**config.mk**
```make
export PLATFORM = sky130hd
export DESIGN_NAME = bcd_binary_flat
export DESIGN_NICKNAME = d
export VERILOG_FILES = /design/src/rtl/bcd_binary_if.sv /design/src/rtl/bcd_binary.sv /design/src/flat_wrapper.sv
export SDC_FILE = /design/constraint.sdc
export NUM_CORES = 1
export LEC_CHECK = 0
export ABC_AREA = 1
export CORE_MARGIN = 4
export CORE_UTILIZATION = 53
export DETAILED_ROUTE_END_ITERATION = 10
export GPL_TIMING_DRIVEN = 0
export PLACE_DENSITY = 0.79
export SYNTH_ARGS = -nofsm -noshare
export SYNTH_HDL_FRONTEND = slang
export SYNTH_SLANG_ARGS = --single-unit
```
**constraint.sdc**
```tcl
create_clock -name clk -period 1.5 [get_ports clk]
set_input_delay 0.15 -clock clk [delete_from_list [all_inputs] [get_ports clk]]
set_output_delay 0.15 -clock clk [all_outputs]
set_load 0.02 [all_outputs]
```
**src/rtl/bcd_binary_if.sv**
```systemverilog
// Handshake/data bundle between operand entry logic and the BCD-to-binary converter.
interface bcd_binary_if #(
  parameter int unsigned DIGITS = 4,
  parameter int unsigned OUT_W  = 16
);
  logic                  valid;
  logic [4*DIGITS-1:0]   BCD_code;
  logic                  sign;
  logic                  busy;
  logic                  binary_ready;
  logic [OUT_W-1:0]      binary;
  logic                  error;

  modport master (
    output valid, BCD_code, sign,
    input  busy, binary_ready, binary, error
  );

  modport slave (
    input  valid, BCD_code, sign,
    output busy, binary_ready, binary, error
  );
endinterface

```
**src/rtl/bcd_binary.sv**
```systemverilog
// Iterative reverse double-dabble: packed BCD + sign -> two's-complement binary.
// Define BCD_BINARY_SIGN_EN to apply the sign input; otherwise results are unsigned magnitudes.
module bcd_binary #(
  parameter int unsigned DIGITS = 4,
  parameter int unsigned OUT_W  = 16
) (
  input logic          clk,
  input logic          reset,
  bcd_binary_if.slave  bus
);

  localparam int unsigned BIN_W = $clog2(10 ** DIGITS);
  localparam int unsigned BCD_W = 4 * DIGITS;
  localparam int unsigned CNT_W = $clog2(BIN_W + 1);

  typedef enum logic [1:0] {StIdle, StShift, StDone} state_e;

  state_e             state_q;
  logic [BCD_W-1:0]   bcd_q;
  logic [BIN_W-1:0]   acc_q;
  logic [CNT_W-1:0]   cnt_q;
  logic               sign_q;
  logic               err_q;
  logic               busy_q;
  logic               ready_q;
  logic [OUT_W-1:0]   binary_q;
  logic               error_q;

  logic [BCD_W-1:0]       bcd_nxt;
  logic [BIN_W-1:0]       acc_nxt;
  logic [BCD_W+BIN_W-1:0] shifted;
  logic                   bad_digit;
  logic [OUT_W-1:0]       mag;
  logic [OUT_W-1:0]       result;

  always_comb begin
    bad_digit = 1'b0;
    for (int unsigned i = 0; i < DIGITS; i++) begin
      if (bus.BCD_code[4*i +: 4] > 4'd9) bad_digit = 1'b1;
    end
  end

  // One reverse double-dabble step: shift right, then pull any digit >= 8 back by 3.
  always_comb begin
    shifted = {bcd_q, acc_q} >> 1;
    bcd_nxt = shifted[BIN_W +: BCD_W];
    acc_nxt = shifted[BIN_W-1:0];
    for (int unsigned i = 0; i < DIGITS; i++) begin
      if (bcd_nxt[4*i +: 4] >= 4'd8) bcd_nxt[4*i +: 4] = bcd_nxt[4*i +: 4] - 4'd3;
    end
  end

  assign mag = {{(OUT_W - BIN_W){1'b0}}, acc_q};

`ifdef BCD_BINARY_SIGN_EN
  // Negating zero yields zero, so no negative-zero special case is needed.
  assign result = sign_q ? -mag : mag;
`else
  logic unused_sign;
  assign unused_sign = sign_q;
  assign result      = mag;
`endif

  always_ff @(posedge clk) begin
    if (reset) begin
      state_q  <= StIdle;
      bcd_q    <= '0;
      acc_q    <= '0;
      cnt_q    <= '0;
      sign_q   <= 1'b0;
      err_q    <= 1'b0;
      busy_q   <= 1'b0;
      ready_q  <= 1'b0;
      binary_q <= '0;
      error_q  <= 1'b0;
    end else begin
      ready_q <= 1'b0;
      unique case (state_q)
        StIdle: begin
          busy_q <= 1'b0;
          if (bus.valid) begin
            bcd_q   <= bus.BCD_code;
            sign_q  <= bus.sign;
            acc_q   <= '0;
            cnt_q   <= '0;
            busy_q  <= 1'b1;
            err_q   <= bad_digit;
            state_q <= bad_digit ? StDone : StShift;
          end
        end
        StShift: begin
          bcd_q <= bcd_nxt;
          acc_q <= acc_nxt;
          cnt_q <= cnt_q + 1'b1;
          if (cnt_q == CNT_W'(BIN_W - 1)) state_q <= StDone;
        end
        StDone: begin
          ready_q  <= 1'b1;
          error_q  <= err_q;
          binary_q <= err_q ? '0 : result;
          state_q  <= StIdle;
        end
        default: state_q <= StIdle;
      endcase
    end
  end

  assign bus.busy         = busy_q;
  assign bus.binary_ready = ready_q;
  assign bus.binary       = binary_q;
  assign bus.error        = error_q;

endmodule

```
**src/flat_wrapper.sv**
```systemverilog
// flat-port wrapper written by rule: the top's interface ports become plain ports
module bcd_binary_flat 
#(
  parameter int unsigned DIGITS = 4,
  parameter int unsigned OUT_W  = 16
)
  (clk, reset, bus_valid, bus_BCD_code, bus_sign, bus_busy, bus_binary_ready, bus_binary, bus_error);
  bcd_binary_if #(.DIGITS(DIGITS), .OUT_W(OUT_W)) bus_i ();
  input logic clk;
  input logic reset;
  input wire logic [$bits(bus_i.valid)-1:0] bus_valid;
  input wire logic [$bits(bus_i.BCD_code)-1:0] bus_BCD_code;
  input wire logic [$bits(bus_i.sign)-1:0] bus_sign;
  output wire logic [$bits(bus_i.busy)-1:0] bus_busy;
  output wire logic [$bits(bus_i.binary_ready)-1:0] bus_binary_ready;
  output wire logic [$bits(bus_i.binary)-1:0] bus_binary;
  output wire logic [$bits(bus_i.error)-1:0] bus_error;
  assign bus_i.valid = bus_valid;
  assign bus_i.BCD_code = bus_BCD_code;
  assign bus_i.sign = bus_sign;
  assign bus_busy = bus_i.busy;
  assign bus_binary_ready = bus_i.binary_ready;
  assign bus_binary = bus_i.binary;
  assign bus_error = bus_i.error;
  bcd_binary #(.DIGITS(DIGITS), .OUT_W(OUT_W)) u_core (.clk(clk), .reset(reset), .bus(bus_i));
endmodule
```
== Word-level counts from Yosys, hierarchy flattened ==
Cells that the tools add are included.
Widths: inputs -> output; s select.

* Memory bits (read-only): 0
* Memories: 0
* Output and inout bits: 19
* Logic and storage cells: 53
* Bits in latches: 0
* Bits in writable memories: 0
* Input bits: 20
* Register bits after elaboration: 56

* $lt $le $gt $ge: 8
* Equality and inequality tests: 5
* Divide/modulo/power cells: 0
* Bitwise gates (word level): 0
* Shift-type cells: 0
* Multiplexer cells: 21
* $mul: 0
* Reduce and logical (&&, ||, !) cells: 5
* $add $sub $neg: 5

{| class="wikitable"
|+ Operators with widths
! kind !! count
|-
| $pmux 16 s2 || 1
|-
| $mux 14 || 2
|-
| $pmux 14 s2 || 1
|-
| $mux 4 || 5
|-
| $gt 4x4->1 const B || 4
|-
| $mux 16 || 1
|-
| $ge 4x4->1 const B || 3
|-
| $sub 4x2->4 const B || 3
|-
| $pmux 4 s2 || 1
|-
| $mux 1 || 6
|-
| $mux 2 || 3
|-
| $reduce_and 2->1 || 3
|-
| $add 4x1->4 const B || 1
|-
| $eq 4x4->1 const B || 1
|-
| $ge 3x4->1 const B || 1
|-
| $pmux 2 s2 || 1
|-
| $sub 3x2->4 const B || 1
|-
| $eq 2x1->1 const B || 1
|-
| $eq 2x2->1 const B || 1
|-
| $logic_not 2->1 || 1
|-
| $ne 2x1->1 const B || 1
|-
| $ne 2x2->1 const B || 1
|-
| $reduce_bool 2->1 || 1
|}

== Logic depth before layout (Yosys ltp) ==
Gate-level depths: netlist of the first run.

* Depth in word-level cells: 8
* Mapped depth: 9
* Mapped depth without buffers: 7

== Least setup slack after synthesis of the first run ==
OpenSTA, ideal clock, no wires.

* Path kind: reg2reg
* From: register u_core.state_q[0]
* To: register u_core.acc_q[10]
* Data required time: 1,431 ps
* Setup time: 69 ps
* Arrival: 1,082 ps
* Clock period less this slack: 1,151 ps
* Slack: 349 ps
* Buffers on the path: 4
* Stages on the path, launching flop included: 9
* Path through: dfxtp_1 -> buf_6 -> inv_4 -> buf_6 -> nor2_4 -> buf_6 -> buf_12 -> nand2_2 -> a21oi_2

* Cells in the longest elaborated chain, start to end: 3

{| class="wikitable"
|+ RTL lines
! element !! line !! source
|-
| from (decl) || bcd_binary.sv:18 || <nowiki>state_e state_q;</nowiki>
|-
| from (signal assigned) || bcd_binary.sv:66 || <nowiki>state_q <= StIdle;</nowiki>
|-
| from (signal assigned) || bcd_binary.sv:88 || <nowiki>state_q <= bad_digit ? StDone : StShift;</nowiki>
|-
| from (signal assigned) || bcd_binary.sv:95 || <nowiki>if (cnt_q == CNT_W'(BIN_W - 1)) state_q <= StDone;</nowiki>
|-
| $eq 2x1->1 or $logic_not 2->1 (tied branches) || bcd_binary.sv:78 || <nowiki>unique case (state_q)</nowiki>
|-
| $reduce_bool 2->1 (no line) or $ne 2x2->1 (tied branches) || - ||
|-
| $reduce_and 2->1 (no line) || - ||
|-
| to (signal assigned) || bcd_binary.sv:93 || <nowiki>acc_q <= acc_nxt;</nowiki>
|-
| to (decl) || bcd_binary.sv:20 || <nowiki>logic [BIN_W-1:0] acc_q;</nowiki>
|}

Parallel ways exist; a longest one is shown, timed or not.
A chain may end at the register's enable or synchronous reset.

== Worst setup path in the final report of the first run ==
* From: register u_core.busy_q (netlist: u_core.bus.busy)
* To: output bus_busy

{| class="wikitable"
|+ RTL lines
! element !! line !! source
|-
| from (decl) || bcd_binary.sv:24 || <nowiki>logic busy_q;</nowiki>
|-
| from (signal assigned) || bcd_binary.sv:72 || <nowiki>busy_q <= 1'b0;</nowiki>
|-
| from (signal assigned) || bcd_binary.sv:80 || <nowiki>busy_q <= 1'b0;</nowiki>
|-
| from (signal assigned) || bcd_binary.sv:86 || <nowiki>busy_q <= 1'b1;</nowiki>
|-
| to (decl) || flat_wrapper.sv:14 || <nowiki>output wire logic [$bits(bus_i.busy)-1:0] bus_busy;</nowiki>
|}

No word-level cell between the ends.

==> results.sh, run 1 <==
export IMPL_status="completed"
export IMPL_max_stage_delay_ns=0.61
export IMPL_r2r_end="u_core.bcd_q[14]"
export IMPL_critPathMaxFanout=2
export IMPL_r2r_setup_slack_ns=0.16
export IMPL_required_ns=1.35
export IMPL_clock_path_buffers=2
export IMPL_finalHoldViolations=0
export IMPL_layout_nets=411
export IMPL_clk_pin_slew_ns=0.10
export IMPL_crit_start="u_core.bus.busy"
export IMPL_drt_pass1_iter_count=4
export IMPL_post_place_ws_ns=0.0595
export IMPL_avgRoutedWirePerCell_um=12.7
export IMPL_fin_ws_ns=0.0681
export IMPL_cts_sinks=54
export IMPL_synth_edf_count=0
export IMPL_synth_warnings=0
export IMPL_drive_gt1_share_pct=12.8
export IMPL_row_count=24
export IMPL_cp_start_kind="flop"
export IMPL_fillCellCount=424
export IMPL_gp_congestion=0.847
export IMPL_worst_pin_slew_ns=0.621
export IMPL_area_delta_synth_final_pct=19.9
export IMPL_grt_total_usage_pct=19.9
export IMPL_critical_path_slowest_cell="clkdlybuf4s50_1"
export IMPL_synth_top_area_cell="dfxtp_1"
export IMPL_wl_um=5540
export IMPL_rr_startpoint="u_core.state_q[0]"
export IMPL_synth_area_leaders="dfxtp_1, nand2_1, a21oi_1"
export IMPL_regArea_um2=1080
export IMPL_worst_ep_arrival_time_ns=1.28
export IMPL_hold_path_class="input port to flop"
export IMPL_worst_path_stages=1
export IMPL_timing_setup_tns_ns=0
export IMPL_postRouteAntennaNets=0
export IMPL_num_antenna_cells=0
export IMPL_synthCells=341
export IMPL_path_buf_inv=1
export IMPL_timing_slew_headroom_pct=58.6
export IMPL_cp_cell_sequence="clkdlybuf4s50_1"
export IMPL_drtIter0Drc=155
export IMPL_root_buffer="clkbuf_8"
export IMPL_ys_ff_latch=54
export IMPL_syn_area_um2=2500
export IMPL_setup_viol=0
export IMPL_antenna_found_initial=0
export IMPL_vdd_drop_max_mv=0.566
export IMPL_power_density_nw_per_um2=915
export IMPL_max_cap_viol_count=0
export IMPL_htree_num_levels=2
export IMPL_die_h_um=76.7
export IMPL_die_w_um=76.7
export IMPL_cts_tree="done"
export IMPL_cp_end_kind="output port"
export IMPL_cts_buffers_inserted=5
export IMPL_critical_path_top_delay_family="buffers and inverters"
export IMPL_path_class="flop to output port"
export IMPL_grt_overflow=0
export IMPL_vias=2245
export IMPL_synth_top_area_share_pct=43.2
export IMPL_ys_seq_area_share_pct=43.2
export IMPL_drc=0
export IMPL_endpoint="bus_busy"
export IMPL_ys_types=23
export IMPL_multi_input_area_um2=1190
export IMPL_post_cts_buffers=0
export IMPL_grt_pass1_wl_um=9660
export IMPL_clkLatencyLatePin_ns=0.31
export IMPL_grt_pass1_vias=2167
export IMPL_core_area_um2=4470
export IMPL_clock_skew_final_ns=0.0111
export IMPL_clock_fmax_mhz=698
export IMPL_syn_area_per_cell_um2=7.34
export IMPL_grt_max_degree=17
export IMPL_period_share_pct=95.5
export IMPL_p_leak_uw=0.00116
export IMPL_start_util_pct=56.0
export IMPL_port_buffer_count=34
export IMPL_fin_crit_ns=1.43
export IMPL_die_area_um2=5890
export IMPL_routed_via_density=5.16
export IMPL_pin_count=39
export IMPL_ff2ff_path_depth=9
export IMPL_slew_violations=0
export IMPL_synth_flop_cell="dfxtp_1"
export IMPL_async_flop_share_pct=0
export IMPL_post_dp_hpwl_um=3980
[stage by stage]
stage	power, µW	instances	instance area [µm²]	hold slack (ns)	util, %
final	2750	435	3000	0.238	67.1
after global routing	2900	435	3000	0.269	67.1
after CTS	2760	435	3000	0.232	67.0
after detailed placement	1980	428	2910	0.450	65.1
after global placement	1970	428	2910	0.435	65.1
after floorplan	1840	342	2510	0.293	-
[area by class of cell]
class	count	area share, %
multi-input combinational	240	39.6
sequential	54	36.0
timing repair buffer	34	11.3
buffer	18	4.29
inverter	30	3.83
clock buffer	5	2.29
tap	52	2.17
clock inverter	2	0.500
[cell usage after synthesis (4+ instances only)]
library cell and n:
a21oi_1 51, a21oi_2 10, buf_4 4, nand2_2 11, dfxtp_1 54, ha_1 8, inv_1 29, nor2_1 24
nand2_1 94, buf_2 6, nand3_1 10, o21ai_0 22
[placed cells by master, fill, tap and decap left out, types with 2 or more instances in the layout]
master,instances
nand3_1,10
conb_1,2
clkinvlp_4,2
buf_2,6
nand2_2,12
ha_1,8
o21ai_0,22
dfxtp_1,54
clkbuf_8,5
a21oi_2,10
buf_1,3
inv_1,29
a21oi_1,51
nor2_1,23
buf_4,4
clkdlybuf4s50_1,34
nor3_1,2
buf_6,3
nand2_1,93
nor2_4,2
a31oi_1,2
[flip-flops by register name, indices dropped and copies added (netlist names)]
name	flops
u_core.bus.busy	1
u_core.err_q	1
u_core.bus.binary_ready	1
u_core.acc_q	14
u_core.cnt_q	4
u_core.bus.binary	14
u_core.state_q	2
u_core.bus.error	1
u_core.bcd_q	16
[what timing repair did]
item	CTS	global route
gates resized for setup	0	2
endpoints found under the setup margin	0	1
hold buffers	0	0
[power by group]
| group | switching, µW | leakage (µW) | internal (µW) | total [µW] |
|---|---|---|---|---|
| clock | 472 | 0.0000362 | 320 | 791 |
| sequential | 40.5 | 0.000440 | 1490 | 1530 |
| combinational | 261 | 0.000683 | 164 | 426 |
[layer usage]
metal / vias to the layer above / part of all wire (%) / wire length, µm / track usage, %
met1: 1025 / 46 / 2550 / 25.4
met5: - / 0 / 0 / 0
li1: 1163 / - / - / -
met2: 51 / 48 / 2670 / 33.6
met4: 0 / 0.87 / 48 / 5.62
met3: 6 / 4.9 / 272 / 4.33
[worst min path at each step]
stage	from	endpoint	slack [ns]	cells past startpoint
floorplan	bus_BCD_code[15]	u_core.bcd_q[15]	0.29	2
global placement	u_core.bcd_q[14]	u_core.bcd_q[14]	0.44	2
detailed placement	u_core.acc_q[0]	u_core.bus.binary[0]	0.45	2
CTS	reset	u_core.bcd_q[3]	0.23	4
global route	reset	u_core.bcd_q[5]	0.27	4
finish	reset	u_core.bcd_q[3]	0.24	4
[cell families (layout without fill, tap and decap cells)]
| group | after synthesis | in the layout | share of synthesized area [%] |
|---|---|---|---|
| AOI/OAI and AO/OA | 86 | 86 | 18.9 |
| adders and majority gates | 8 | 8 | 4.00 |
| buffers and inverters | 48 | 89 | 9.74 |
| DFF | 54 | 54 | 43.2 |
| other | 1 | 2 | 0.150 |
| and+or+nand+nor | 144 | 144 | 24.0 |
No activity file was read; power rests on OpenSTA's default activity.
==> inputs of run 2 (changes only) <==
- CAP_MARGIN: not set -> 20
==> results of run 2 <==
Final layout, timing and power as in run 1 (identical DEF).
==> inputs of run 3 (changes only) <==
- CORE_UTILIZATION: 53 -> 55
- CTS_BUF_LIST: not set -> sky130_fd_sc_hd__clkbuf_4 sky130_fd_sc_hd__clkbuf_8
- PLACE_DENSITY: 0.79 -> 0.81
- RECOVER_POWER: not set -> 50
==> results.sh, run 3 (same netlist as run 1, synthesis figures left out) <==
export IMPL_worst_pin_slew_ns=0.572
export IMPL_critPathMaxFanout=2
export IMPL_cts_resized=0
export IMPL_cp_end_kind="output port"
export IMPL_cts_tree="done"
export IMPL_num_antenna_cells=0
export IMPL_setup_viol=0
export IMPL_largest_register="u_core.bcd_q"
export IMPL_max_stage_delay_ns=0.62
export IMPL_gp_congestion=0.878
export IMPL_critical_path_slowest_cell="clkdlybuf4s50_1"
export IMPL_p_leak_uw=0.00118
export IMPL_start_util_pct=57.1
export IMPL_vias=2223
export IMPL_pin_count=39
export IMPL_cts_sinks=54
export IMPL_path_buf_inv=1
export IMPL_grt_pass1_wl_um=8870
export IMPL_vdd_drop_max_mv=0.553
export IMPL_comb_power_share_pct=14.2
export IMPL_post_cts_buffers=0
export IMPL_fin_crit_ns=1.44
export IMPL_status="completed"
export IMPL_slew_violations=0
export IMPL_clock_skew_final_ns=0.0109
export IMPL_finalHoldViolations=0
export IMPL_timing_setup_tns_ns=0
export IMPL_core_area_um2=4380
export IMPL_die_w_um=75.5
export IMPL_hold_ws_ns=0.218
export IMPL_clk_pin_slew_ns=0.10
export IMPL_port_buffer_count=34
export IMPL_timing_slew_headroom_pct=61.9
export IMPL_die_h_um=75.5
export IMPL_drc=0
export IMPL_antenna_found_initial=0
export IMPL_postRouteAntennaNets=0
export IMPL_period_share_pct=95.9
export IMPL_mostFrequentLayoutCell="nand2_1"
export IMPL_max_cap_viol_count=0
export IMPL_drtIter0Drc=132
export IMPL_post_dp_hpwl_um=3920
export IMPL_post_route_util_pct=68.6
export IMPL_avgRoutedWirePerCell_um=12.4
export IMPL_grt_total_usage_pct=20.3
export IMPL_pwr_share_seq_pct=51.4
export IMPL_path_class="flop to output port"
export IMPL_grt_max_degree=19
export IMPL_p_sw_uw=815
export IMPL_clkPwrFrac_pct=34.3
export IMPL_internal_power_uw=2160
export IMPL_hold_path_class="input port to flop"
export IMPL_root_buffer="clkbuf_8"
export IMPL_grt_overflow=0
export IMPL_die_area_um2=5700
export IMPL_required_ns=1.35
export IMPL_largest_reg_flops=16
export IMPL_clock_fmax_mhz=695
export IMPL_wl_um=5430
export IMPL_cp_cell_sequence="clkdlybuf4s50_1"
export IMPL_critical_path_top_delay_family="buffers and inverters"
export IMPL_hold_buffers=0
export IMPL_rsz0062_at_grt="false"
export IMPL_final_cell_mix="nand2_1, a21oi_1, dfxtp_1"
export IMPL_power_density_nw_per_um2=990
export IMPL_layout_nets=411
export IMPL_cts_buffers_inserted=5
export IMPL_area_delta_synth_final_pct=20.1
export IMPL_worst_ep_arrival_time_ns=1.29
export IMPL_sw_frac_of_total_pct=27.4
export IMPL_cp_start_kind="flop"
export IMPL_row_count=24
export IMPL_clock_path_buffers=2
export IMPL_drive_gt1_share_pct=11.2
export IMPL_routed_via_density=5.10
export IMPL_htree_num_levels=2
export IMPL_drt_pass1_iter_count=4
export IMPL_clkLatencyLatePin_ns=0.32
export IMPL_grt_pass1_vias=1966
run 3: changes by cell type in the layout (fill, tap and decap cells not counted), moves of 2 or more:
cell,delta
buf_2,-3
a21oi_2,-5
inv_6,+2
clkbuf_2,+4
a21oi_1,+5
clkinvlp_4,-2
run 3: final timing paths:
check / cells after the start / slack [ns] / start / end
setup reg to reg: 8 / 0.14 / u_core.state_q[0] / u_core.bcd_q[2]
hold / removal: 4 / 0.22 / reset / u_core.bcd_q[5]
hold reg to reg: 2 / 0.46 / u_core.bcd_q[14] / u_core.bcd_q[14]
setup / recovery: 1 / 0.06 / u_core.bus.busy / bus_busy
run 3: cell type report:
| class | count | area (µm²) |
|---|---|---|
| fillers | 375 | 1380 |
| multi-input cells | 240 | 1160 |
| inverters | 30 | 115 |
| clock buffers | 5 | 68.8 |
| well taps | 52 | 65.1 |
| flip-flops and latches | 54 | 1080 |
| clock inverters | 3 | 47.5 |
| plain buffers | 18 | 126 |
| repair buffers | 34 | 340 |
run 3: power by group through the flow:
stage	sequential [µW]	clock, µW	combinational, µW
after floorplan	1560	0	279
after global placement	1560	0	413
after detailed placement	1560	0	421
after CTS	1530	1040	425
after global routing	1540	1090	477
final	1530	1020	424
run 3: metrics by stage:
step | setup slack (ns) | instance area, µm² | std cells | total power, µW
finish | 0.0612 | 3010 | 436 | 2980
floorplan | 0.349 | 2510 | 342 | 1840
global placement | 0.0673 | 2910 | 428 | 1970
global route | 0.00413 | 3010 | 436 | 3110
CTS | 0.0455 | 3030 | 436 | 3000
detailed placement | 0.0542 | 2910 | 428 | 1980
run 3: per-layer routing:
layer  up-vias  track usage (%)  wire (µm)  share of wire (%)
met5         -                0          0                  0
met4         0             4.08         39               0.72
met3         5             4.09        147                2.7
met2        31             33.9       2650                 49
met1      1019             27.4       2590                 48
li1       1168                -          -                  -
